===== config.mk =====
export PLATFORM = sky130hd
export DESIGN_NAME = bcd_serial_adder
export DESIGN_NICKNAME = d
export VERILOG_FILES = /design/src/rtl/bcd_serial_adder.sv
export SDC_FILE = /design/constraint.sdc
export NUM_CORES = 1
export LEC_CHECK = 0
export ABC_AREA = 1
export BUFFER_PORTS_ARGS = -buffer_cell sky130_fd_sc_hd__buf_4
export CAP_MARGIN = 10
export CELL_PAD_IN_SITES_DETAIL_PLACEMENT = 1
export CELL_PAD_IN_SITES_GLOBAL_PLACEMENT = 2
export CORE_MARGIN = 2
export CORE_UTILIZATION = 34
export CTS_BUF_LIST = sky130_fd_sc_hd__clkbuf_4
export CTS_CLUSTER_SIZE = 40
export DETAILED_ROUTE_END_ITERATION = 8
export PLACE_DENSITY_LB_ADDON = 0.1
export SLEW_MARGIN = 0
export SYNTH_ARGS = -nofsm -noshare
export SYNTH_HDL_FRONTEND = slang
export SYNTH_SLANG_ARGS = --single-unit

===== constraint.sdc =====
create_clock -name clk -period 2.6 [get_ports clk]
set_clock_uncertainty 0.05 [all_clocks]
set_input_delay 0.52 -clock clk [delete_from_list [all_inputs] [get_ports clk]]
set_output_delay 0.52 -clock clk [all_outputs]
set_load 0.02 [all_outputs]

===== src/rtl/bcd_serial_adder.sv =====
// Packed-BCD adder that walks the operands one decimal digit per clock, LSD first,
// with a start/busy/done handshake and a registered carry between digits.
module bcd_serial_adder #(
    parameter int DIGITS = 4
) (
    input  logic                clk,
    input  logic                rst_n,
    input  logic                start,
    input  logic [4*DIGITS-1:0] a,
    input  logic [4*DIGITS-1:0] b,
    input  logic                cin,
    output logic [4*DIGITS-1:0] sum,
    output logic                cout,
    output logic                busy,
    output logic                done,
    output logic                err
);
    localparam int W  = 4 * DIGITS;
    localparam int IW = (DIGITS > 1) ? $clog2(DIGITS) : 1;

    typedef enum logic [1:0] {S_IDLE, S_ADD, S_DONE} state_t;

    state_t          r_state;
    logic [W-1:0]    r_a, r_b, r_sum;
    logic [IW-1:0]   r_idx;
    logic            r_carry, r_cout, r_busy, r_done, r_err;

    logic [4:0]      w_raw;
    logic            w_gt9;
    logic [3:0]      w_digit;
    logic            w_err_in;
    logic            w_last;

    // Operand registers shift right each step, so the current digit is always [3:0].
    always_comb begin
        w_raw   = {1'b0, r_a[3:0]} + {1'b0, r_b[3:0]} + {4'b0, r_carry};
        w_gt9   = (w_raw > 5'd9);
        w_digit = w_gt9 ? (w_raw[3:0] + 4'd6) : w_raw[3:0];
        w_last  = (r_idx == IW'(DIGITS - 1));
    end

    always_comb begin
        w_err_in = 1'b0;
        for (int i = 0; i < DIGITS; i++) begin
            if ((a[4*i +: 4] > 4'd9) || (b[4*i +: 4] > 4'd9)) w_err_in = 1'b1;
        end
    end

    always_ff @(posedge clk or negedge rst_n) begin
        if (!rst_n) begin
            r_state <= S_IDLE;
            r_a     <= '0;
            r_b     <= '0;
            r_sum   <= '0;
            r_idx   <= '0;
            r_carry <= 1'b0;
            r_cout  <= 1'b0;
            r_busy  <= 1'b0;
            r_done  <= 1'b0;
            r_err   <= 1'b0;
        end else begin
            case (r_state)
                S_IDLE, S_DONE: begin
                    r_done <= 1'b0;
                    if (start) begin
                        r_a     <= a;
                        r_b     <= b;
                        r_carry <= cin;
                        r_idx   <= '0;
                        r_sum   <= '0;
                        r_cout  <= 1'b0;
                        r_err   <= w_err_in;
                        r_busy  <= 1'b1;
                        r_state <= S_ADD;
                    end else begin
                        r_state <= S_IDLE;
                    end
                end
                S_ADD: begin
                    r_a     <= r_a >> 4;
                    r_b     <= r_b >> 4;
                    r_carry <= w_gt9;
                    for (int i = 0; i < DIGITS; i++) begin
                        if (r_idx == IW'(i)) r_sum[4*i +: 4] <= w_digit;
                    end
                    if (w_last) begin
                        r_cout  <= w_gt9;
                        r_busy  <= 1'b0;
                        r_done  <= 1'b1;
                        r_state <= S_DONE;
                    end else begin
                        r_idx <= r_idx + IW'(1);
                    end
                end
                default: r_state <= S_IDLE;
            endcase
        end
    end

    assign sum  = r_sum;
    assign cout = r_cout;
    assign busy = r_busy;
    assign done = r_done;
    assign err  = r_err;
endmodule


Word-level counts from Yosys, hierarchy flattened
Index checks and enable logic that the tools add are counted.

word-level totals
  register bits after elaboration = 57
  bits of input ports = 36
  output and inout port bits = 20
  word-level logic and storage cells = 84

cells by class
  add/subtract/negate cells = 4
  $lt $le $gt $ge = 9
  equal/unequal tests = 11
  mux-type cells = 31
  reductions and logical operators = 16

operators with widths
  kind                 count
  $pmux 16 s2          3
  $mux 16              3
  $gt 4x4->1 const B   8
  $mux 4               5
  $reduce_and 3->1     5
  $ne 2x2->1 const B   6
  $mux 1               11
  $pmux 1 s2           4
  $pmux 2 s2           2
  $eq 2x2->1 const B   3
  $mux 2               3
  $reduce_and 2->1     3
  $add 4x4->5          1
  $add 5x1->5          1
  $gt 5x4->1 const B   1
  $add 4x3->4 const B  1
  $eq 2x1->1 const B   2
  $logic_not 2->1      2
  $logic_or 1x1->1     4
  $add 2x1->2 const B  1
  $reduce_bool 2->1    1
  $reduce_or 2->1      1

Depth between registers and ports, before layout
Gate-level depths: netlist (run 1).

  depth in word-level cells = 6
  mapped depth = 14
  gate-level depth less buffers = 14

Least setup slack after synthesis (run 1)
No wires, ideal clock.

  path kind = reg2reg
  from = register r_a[0]
  to = register r_sum[11], in the netlist sum[11]
  setup time = 0.117 ns
  data arrival time = 2.214 ns
  required time = 2.433 ns
  slack = 0.219 ns
  stages on the path, launching flop included = 13
  buffers on the path = 0
  period minus slack after synthesis = 2.381 ns
  cells stage by stage = dfrtp_1 fa_1 fa_1 inv_1 ha_1 inv_1 nor2_1 a21oi_2 nand2_2 nand2_4 nand3_2 nand3_1 nand2_1

on the way
  cells in the longest elaborated chain, start to end = 6
  elaborated cells between the ends (all ways) = 7
  those cells by class = add/sub: 3; order compare: 1; mux: 3

RTL lines
  item                                              RTL line  RTL
  start: declaration                                24        logic [W-1:0] r_a, r_b, r_sum;
  start signal: assignment                          80        r_a <= r_a >> 4;
  $add 4x4->5 (*)                                   36        w_raw = {1'b0, r_a[3:0]} + {1'b0, r_b[3:0]} + {4'b0, r_carry};
  $add 5x1->5 (*)                                   36
  $add 4x3->4 / $gt 5x4->1 (equally long branches)  38, 37
  $mux 4 (*)                                        38        w_digit = w_gt9 ? (w_raw[3:0] + 4'd6) : w_raw[3:0];
  $mux 4 (*)                                        84        if (r_idx == IW'(i)) r_sum[4*i +: 4] <= w_digit;
  $pmux 16 s2 (*)                                   62        case (r_state)
  end signal: indexed assignment                    84
  end: declaration                                  24

Mark *: on every way between the ends. The rest lies on a longest branch, timed or not. The select of a mux whose other input is x is not followed.
A chain may end at the register's enable or synchronous reset.

Worst setup path after layout (run 1)
  from = register r_carry
  to = register r_sum[2], in the netlist sum[2]

on the way
  cells in the longest elaborated chain, start to end = 5
  elaborated cells between the ends (all ways) = 6
  those cells by class = add/sub: 2; order compare: 1; mux: 3

RTL lines
  item                                              RTL line  RTL
  start: declaration                                26        logic r_carry, r_cout, r_busy, r_done, r_err;
  start signal: assignment                          68        r_carry <= cin;
  start signal: assignment                          82        r_carry <= w_gt9;
  $add 5x1->5 (*)                                   36
  $add 4x3->4 / $gt 5x4->1 (equally long branches)  38, 37
  $mux 4 (*)                                        38
  $mux 4 (*)                                        84
  $pmux 16 s2 (*)                                   62

Marks and branches as above.

==> results of run 1 <==
[logic make-up (layout without fill, tap and decap cells)]
family          after synthesis  count (layout)  share of synthesized area
simple gates                162             162                     0.2686
flops                        57              57                     0.5069
buf+inv                      53             114                    0.07648
compound gates               44              44                    0.09827
fa+ha+maj                    10              10                    0.04980
[routing by layer]
layer,vias to the layer above,share of wire,GRT usage,wire [µm]
met1,1175,0.44,0.2296,3391
met5,-,0,0,0
met2,56,0.49,0.3050,3782
li1,1203,-,-,-
met4,0,0.021,0.08092,164
met3,13,0.042,0.04629,318
[cell usage in the layout, fill, tap and decap left out, types with 3 or more instances in the layout]
cell      netlist  final
nand3_1        54     52
buf_4           0     62
dfrtp_1        57     57
nand2_2         6      7
ha_1            8      7
inv_1          31     30
nand2_1        83     82
o211ai_1       11     11
nand4_1         9      9
clkbuf_4        0      9
nor2_1          3      3
inv_2           8      9
o21ai_0        15     15
a21oi_1         9      9
[area by class of cell]
cell class	count	area [µm²]	area share
repair buffers	62	465.4	0.1347
well taps	105	131.4	0.03802
multi-input cells	216	1200	0.3472
inverters	40	152.6	0.04417
flip-flops and latches	57	1426	0.4127
clock buffers	9	67.56	0.01955
clock inverters	3	12.51	0.003621
[path summary, 6_finish.rpt]
path	start	to
max	r_carry	sum[2]
min in group clk	a[12]	r_a[12]
max reg2reg	r_carry	sum[2]
min reg2reg	sum[15]	sum[15]
min	rst_n	sum[8]
max in group asynchronous	rst_n	r_b[6]
[timing repair]
item                       in CTS  in global routing
setup endpoints to repair       4                 13
gates cloned                    0                  0
setup buffers                   1                  3
resized for setup               1                  7
pin swaps                       1                  3
[where the power goes]
| group | switching, mW | internal, mW |
|---|---|---|
| combinational | 1.86 | 1.04 |
| clock | 0.322 | 0.168 |
| sequential | 0.210 | 1.26 |
[flip-flops by register name, summed over array words and instances, names as in the netlist]
signal	cells
r_idx	2
err	1
done	1
r_a	16
busy	1
r_carry	1
r_state	2
r_b	16
sum	16
cout	1
[stage by stage]
step	util	setup TNS [ns]	hold WS [ns]	total power [mW]	std cells
6_report	0.4249	0	0.1060	4.858	492
5_1_grt	0.4249	-0.0002736	0.1318	5.352	492
4_1_cts	0.4190	0	0.1360	4.756	489
3_5_place_dp	0.4079	0	0.4214	4.210	476
3_3_place_gp	0.4079	0	0.4163	4.110	476
2_1_floorplan	-	0	0.1744	3.377	326
[critical path, cell delays in order (launching register included)]
cell and delay [ns]:
dfrtp_1 0.41, fa_2 0.42, fa_2 0.55, inv_1 0.07
ha_2 0.19, inv_2 0.08, nor2_1 0.05, a21oi_2 0.12
nand2_2 0.11, nand2_4 0.11, nand2_2 0.08, nand4_1 0.09
nand2_1 0.07
==> results.toml, run 1 <==
[flow_run]
drv_cap = 0

[floorplan]
num_rows = 33
fp.dieW_um = 94.98
dieHeight_um = 94.98
core_region_area_mm2 = 0.008134
dieArea_mm2 = 0.009020
start_util = 0.3459
ios = 56

[power]
power_density_mw_per_mm2 = 1406
leakage_nw = 1.762
vdd_drop_max_uv = 427.2

[layout]
drive_gt1_frac = 0.2636
finalInstanceArea_mm2 = 0.003456
syn_to_final_growth_pct = 22.81
nFillCells = 980
diodes = 0
fin_nets = 432

[detailed_routing]
finalWirelength_mm = 7.656
num_vias = 2447
vias_per_cell = 4.974
drc_errors = 0
wl_per_cell_um = 15.56
drt_iter0_drc = 87
first_pass_iters = 4
ant_nets = 0

[place]
pre_cts_ws_ns = 0.01535
place_congestion = 0.7397
place_area_mm2 = 0.003318
portBuffers = 55
dp.final_hpwl_mm = 5.443

[yosys]
yosysTopAreaCell = "dfrtp_1"
ys_top_cells_by_count = "83 x nand2_1, 57 x dfrtp_1, 54 x nand3_1, 31 x inv_1, 15 x o21ai_0"
synthCells = 326
ys_seq_area_frac = 0.5069
ys_warn_count = 0
netlist.area_leader.share = 0.5069
yosysMostFrequentCell = "nand2_1"
syn_area_mm2 = 0.002814
ys.flop_type = "dfrtp_1"
syn_avg_cell_area_um2 = 8.632
synth_edf_count = 0
synthTopCellsByArea = "dfrtp_1 51%, nand2_1 11%, nand3_1 9.6%"
synthDistinctLibCells = 29
syn-num-nets = 372
async_flop_share = 1.000
ys_seq_elements = 57

[worst_setup_path]
crit_fanout = 4
worstSetupEndpointType = "flop"
criticalPathCategory = "flop to flop"
cp.required_ns = 2.85
reg2reg_depth = 12
critPathArrivalTime_ns = 2.74
rrSetupSlack_ns = 0.11
setup.worst_path.start_class = "flop"

[clocking]
clockBufferDepth = 2
clkTransAtPathRegs_ns = 0.09
hold_buffers = 0
root_buffer = "clkbuf_4"
clock_sinks = 57
insertion_delay_ns = 0.41
cts_tree = "built"
htree_num_levels = 3
numCtsBuffers = 9

[global_route]
overflow = 0
grt_pass1_wl_mm = 12.39
grtUsageTotal = 0.1851
grt_pass1_vias = 2450
grt_antenna_before_repair = 0
grt_max_degree = 58

[sta]
period_share = 0.9579
finalHoldViolCount = 0
worstMarginPinSlew_ns = 0.7660
min_period_ns = 2.491
fmax_ghz = 0.4015
maxSlewViolCount = 0
setup_ws_ns = 0.1094
slew_headroom = 0.4894
setup_viol = 0

[status]
status = "finished, final reports clean"

[min_path]
worst_hold_path_type = "input port to asynchronous set/reset pin"
Note: power is estimated with default switching activity, not from simulation.
==> run 2, diff against run 1 <==
CORE_MARGIN = not set   (was 2)
RECOVER_POWER = 25   (was not set)
==> run 2 against run 1 <==
Sequential power about the same. Die area is 4.2% lower. Power rose by 5.4%. Wire length decreased by 5.1%. Largest power group unchanged.
==> results.toml, run 2 (synthesis gave the netlist of run 1 again) <==
[global_route]
grt_antenna_before_repair = 0
grt_pass1_wl_mm = 12.57
gr-usage-met2 = 0.2751
grtUsageTotal = 0.1877
overflow = 0
use_met1 = 0.2720
grtUsageMet3 = 0.03171
grt_max_degree = 58
busiest_layer = "met2"
grt_pass1_vias = 2579

[floorplan]
core_region_area_mm2 = 0.007848
fp.dieW_um = 92.98
num_rows = 32
dieHeight_um = 92.98
start_util = 0.3586
ios = 56
dieArea_mm2 = 0.008644

[power]
power_density_mw_per_mm2 = 1454
vdd_drop_max_uv = 514.2
leakage_nw = 1.794

[layout]
drive_gt1_frac = 0.2699
layout_commonest_cell = "nand2_1"
fin_util = 0.4488
final_cell_mix = "82 x nand2_1, 59 x buf_4, 57 x dfrtp_1"
diodes = 0
syn_to_final_growth_pct = 25.17
finalInstanceArea_mm2 = 0.003522
final_cells = 491
fin_nets = 430

[clocking]
cts_tree = "built"
hold_buffers = 0
clock_sinks = 57
insertion_delay_ns = 0.40
htree_num_levels = 3
clockBufferDepth = 2
root_buffer = "clkbuf_4"
clkTransAtPathRegs_ns = 0.10
numCtsBuffers = 9

[detailed_routing]
wl_per_cell_um = 14.80
num_vias = 2435
vias_per_cell = 4.959
drt_iter0_drc = 52
drc_errors = 0
first_pass_iters = 4
ant_nets = 0
finalWirelength_mm = 7.269

[worst_setup_path]
crit_fanout = 4
max_stage_delay_ns = 0.57
setup.worst_path.start_class = "flop"
rr_startpoint = "r_carry"
crit_chain = "fa_2, fa_2, inv_1, ha_2, inv_2, nor2_1, a21oi_2, nand2_2, nand2_4, nand3_4, nand3_1, nand2_1"
criticalPathCategory = "flop to flop"
cp.required_ns = 2.85
rrSetupSlack_ns = 0.10
worstSetupEndpointType = "flop"
cp_common_cell = "fa_2"
slowest_stage = "fa_2"
worstSetupStartpoint = "r_carry"
critPathArrivalTime_ns = 2.75

[place]
place_area_mm2 = 0.003314
portBuffers = 55
place_congestion = 0.7520
dp.final_hpwl_mm = 5.063
dpl.cell_count = 473

[sta]
maxSlewViolCount = 0
finalHoldViolCount = 0
setup_viol = 0
period_share = 0.9610
min_period_ns = 2.499
fmax_ghz = 0.4002
slew_headroom = 0.03075
worstMarginPinSlew_ns = 1.454

[flow_run]
drv_cap = 0

[status]
status = "finished, final reports clean"

[min_path]
hold_start = "a[12]"
worst_hold_path_type = "input port to flop"
-- run 2: power breakdown --
part | internal [mW] | total [mW] | leakage, nW | switching [mW]
Clock | 0.380 | 0.726 | 0.0808 | 0.346
Combinational | 1.06 | 2.92 | 0.988 | 1.87
Sequential | 1.26 | 1.47 | 0.725 | 0.213
-- run 2: what timing repair did --
| action | 4_1_cts | 5_1_grt |
|---|---|---|
| gates resized for setup | 0 | 11 |
| endpoints found under the setup margin | 0 | 13 |
| buffers inserted | 0 | 2 |
-- run 2: path summary, 6_finish.rpt --
path	end	cells after the start
min in group asynchronous	err	1
max in group asynchronous	r_a[2]	1
worst min register to register	sum[14]	2
worst min-delay path	r_a[12]	3
worst max register to register	sum[7]	12
worst max-delay path	sum[7]	12
-- run 2: metrics by stage --
| step | worst slack, ns | TNS, ns | total power [mW] | hold WS [ns] |
|---|---|---|---|---|
| detailed placement | 0.02895 | 0 | 4.139 | 0.4183 |
| global route | -0.04298 | -0.1089 | 5.615 | 0.2694 |
| global placement | 0.1009 | 0 | 4.081 | 0.4169 |
| floorplan | 0.2187 | 0 | 3.377 | 0.1744 |
| CTS | 0.02108 | 0 | 4.874 | 0.1398 |
| finish | 0.1015 | 0 | 5.122 | 0.2699 |
-- run 2: cell type report --
class / instances / area, µm²
fill: 958 / 4325
sequential: 57 / 1426
multi-input combinational: 216 / 1215
timing repair buffer: 60 / 447.9
inverter: 40 / 152.6
tap: 102 / 127.6
clock inverter: 7 / 85.08
clock buffer: 9 / 67.56
-- run 2: per-layer routing --
| layer | share of wire | vias up |
|---|---|---|
| met1 | 0.51 | 1193 |
| li1 | - | 1194 |
| met2 | 0.45 | 39 |
| met5 | 0 | - |
| met3 | 0.029 | 9 |
| met4 | 0.017 | 0 |
-- run 2: worst max-delay path, delay by kind of cell (launching register included) --
family / cells / cell delay, ns
and+or+nand+nor: 6 / 0.51
DFF: 1 / 0.42
adders and majority gates: 3 / 1.18
buffers and inverters: 2 / 0.13
AOI/OAI and AO/OA: 1 / 0.12
==> run 3, diff against run 2 <==
SETUP_SLACK_MARGIN = 0.15   (was not set)
==> run 3 against run 2 <==
Sequential share of layout area down 0.79 points. Critical path depth unchanged. Utilization up 0.89 points. Setup slack better by 0.014 ns. Global-route usage up 0.28 points. Power up 5.6%. Critical path type unchanged. Critical endpoint is now cout. Highest routed layer unchanged.
==> results.toml, run 3 (synthesis gave the netlist of run 1 again) <==
[status]
status = "finished, final reports clean"

[sta]
period_share = 0.9554
slew_headroom = 0.03856
fmax_ghz = 0.4026
setup_viol = 0
worstMarginPinSlew_ns = 1.442
min_period_ns = 2.484
finalHoldViolCount = 0
rsz0062_at_grt = "yes"
setup_tns_ns = 0
maxSlewViolCount = 0

[floorplan]
start_util = 0.3586
fp.dieW_um = 92.98
ios = 56
core_region_area_mm2 = 0.007848
dieHeight_um = 92.98
num_rows = 32
dieArea_mm2 = 0.008644

[power]
p_int_mw = 2.875
p_clk_frac = 0.134
p_seq_frac = 0.272
leakage_nw = 1.824
pwr-share-comb = 0.594
power_density_mw_per_mm2 = 1506
swShare = 0.4686
switching_power_mw = 2.535
vdd_drop_max_uv = 529.3

[global_route]
grt_pass1_vias = 2625
grt_max_degree = 58
overflow = 0
grtUsageTotal = 0.1906
grt_pass1_wl_mm = 12.77
grt_antenna_before_repair = 0

[detailed_routing]
ant_nets = 0
finalWirelength_mm = 7.423
wl_per_cell_um = 14.91
num_vias = 2466
drt_iter0_drc = 74
vias_per_cell = 4.952
first_pass_iters = 4
drc_errors = 0

[clocking]
hold_buffers = 0
numCtsBuffers = 9
htree_num_levels = 3
root_buffer = "clkbuf_4"
clockBufferDepth = 2
cts_tree = "built"
insertion_delay_ns = 0.41
clkTransAtPathRegs_ns = 0.10
clock_sinks = 57

[worst_setup_path]
critPathArrivalTime_ns = 2.78
crit_chain = "fa_2, fa_2, inv_2, ha_4, inv_2, nor2_2, a21oi_2, nand2_2, nand2_4, buf_4, nand2_1, o21ai_1"
worstSetupEndpointType = "flop"
max_stage_delay_ns = 0.56
crit_fanout = 4
cp.required_ns = 2.90
criticalPathCategory = "flop to flop"
setup.worst_path.start_class = "flop"
slowest_stage = "fa_2"

[layout]
layout_commonest_cell = "nand2_1"
nFillCells = 959
final_cell_mix = "82 x nand2_1, 66 x buf_4, 57 x dfrtp_1"
fin_nets = 437
syn_to_final_growth_pct = 27.66
diodes = 0
drive_gt1_frac = 0.2929
finalInstanceArea_mm2 = 0.003592

[place]
place_congestion = 0.7520
dp.final_hpwl_mm = 5.063
place_area_mm2 = 0.003314
portBuffers = 55

[min_path]
worst_hold_path_type = "input port to flop"

[flow_run]
drv_cap = 0
run 3: cell types whose count changed in the layout (fill, tap and decap cells not counted), sizes merged:
cell,before,now
buf,59,66
run 3: worst paths after layout:
kind / cells past startpoint / slack (ns) / startpoint / endpoint
worst max-delay path: 12 / 0.12 / r_a[0] / cout
worst min-delay path: 3 / 0.26 / a[12] / r_a[12]
worst max register to register: 12 / 0.12 / r_a[0] / cout
worst min register to register: 2 / 0.44 / sum[14] / sum[14]
max in group asynchronous: 1 / 1.24 / rst_n / r_a[2]
min in group asynchronous: 1 / 0.39 / rst_n / err
run 3: metrics by stage:
stage	instances	hold slack, ns	setup slack [ns]	total power, mW	utilization
global placement	473	0.4169	0.1009	4.081	0.4224
detailed placement	473	0.4183	0.02895	4.139	0.4224
finish	498	0.2573	0.1159	5.410	0.4577
floorplan	326	0.1744	0.2187	3.377	-
CTS	492	0.1398	0.1434	5.016	0.4463
global route	498	0.2513	0.04885	5.884	0.4577
run 3: timing repair:
item                       in CTS  in global routing
buffers inserted                3                  6
hold endpoints to repair        0                  0
setup endpoints to repair      13                 14
gates resized for setup         4                 11
pin swaps                       3                  7
run 3: per-layer routing:
metal / GRT usage / up-vias / part of all wire
met5: 0 / - / 0
met4: 0.08077 / 0 / 0.016
met3: 0.03171 / 12 / 0.033
met2: 0.2831 / 36 / 0.45
met1: 0.2737 / 1205 / 0.50
li1: - / 1213 / -
run 3: area by class of cell:
class	count	area, µm²	share of cell area
Sequential cell	57	1426	0.3971
Multi-Input combinational cell	216	1232	0.3431
Tap cell	102	127.6	0.03553
Clock inverter	7	85.08	0.02369
Inverter	40	152.6	0.04249
Timing Repair Buffer	67	500.5	0.1393
Clock buffer	9	67.56	0.01881
run 3: power groups by stage:
stage          Clock (mW)  Combinational (mW)  Sequential, mW
2_1_floorplan           0                1.79            1.59
3_3_place_gp            0                2.60            1.48
3_5_place_dp            0                2.65            1.49
4_1_cts             0.746                2.79            1.48
5_1_grt             0.785                3.58            1.52
6_report            0.725                3.21            1.47
run 3: worst max-delay path, delay by kind of cell (launching register included):
kind                       cells  cell delay, ns
AOI/OAI and AO/OA              2            0.26
DFF                            1            0.42
buffers and inverters          3            0.23
adders and majority gates      3            1.12
and+or+nand+nor                4            0.35
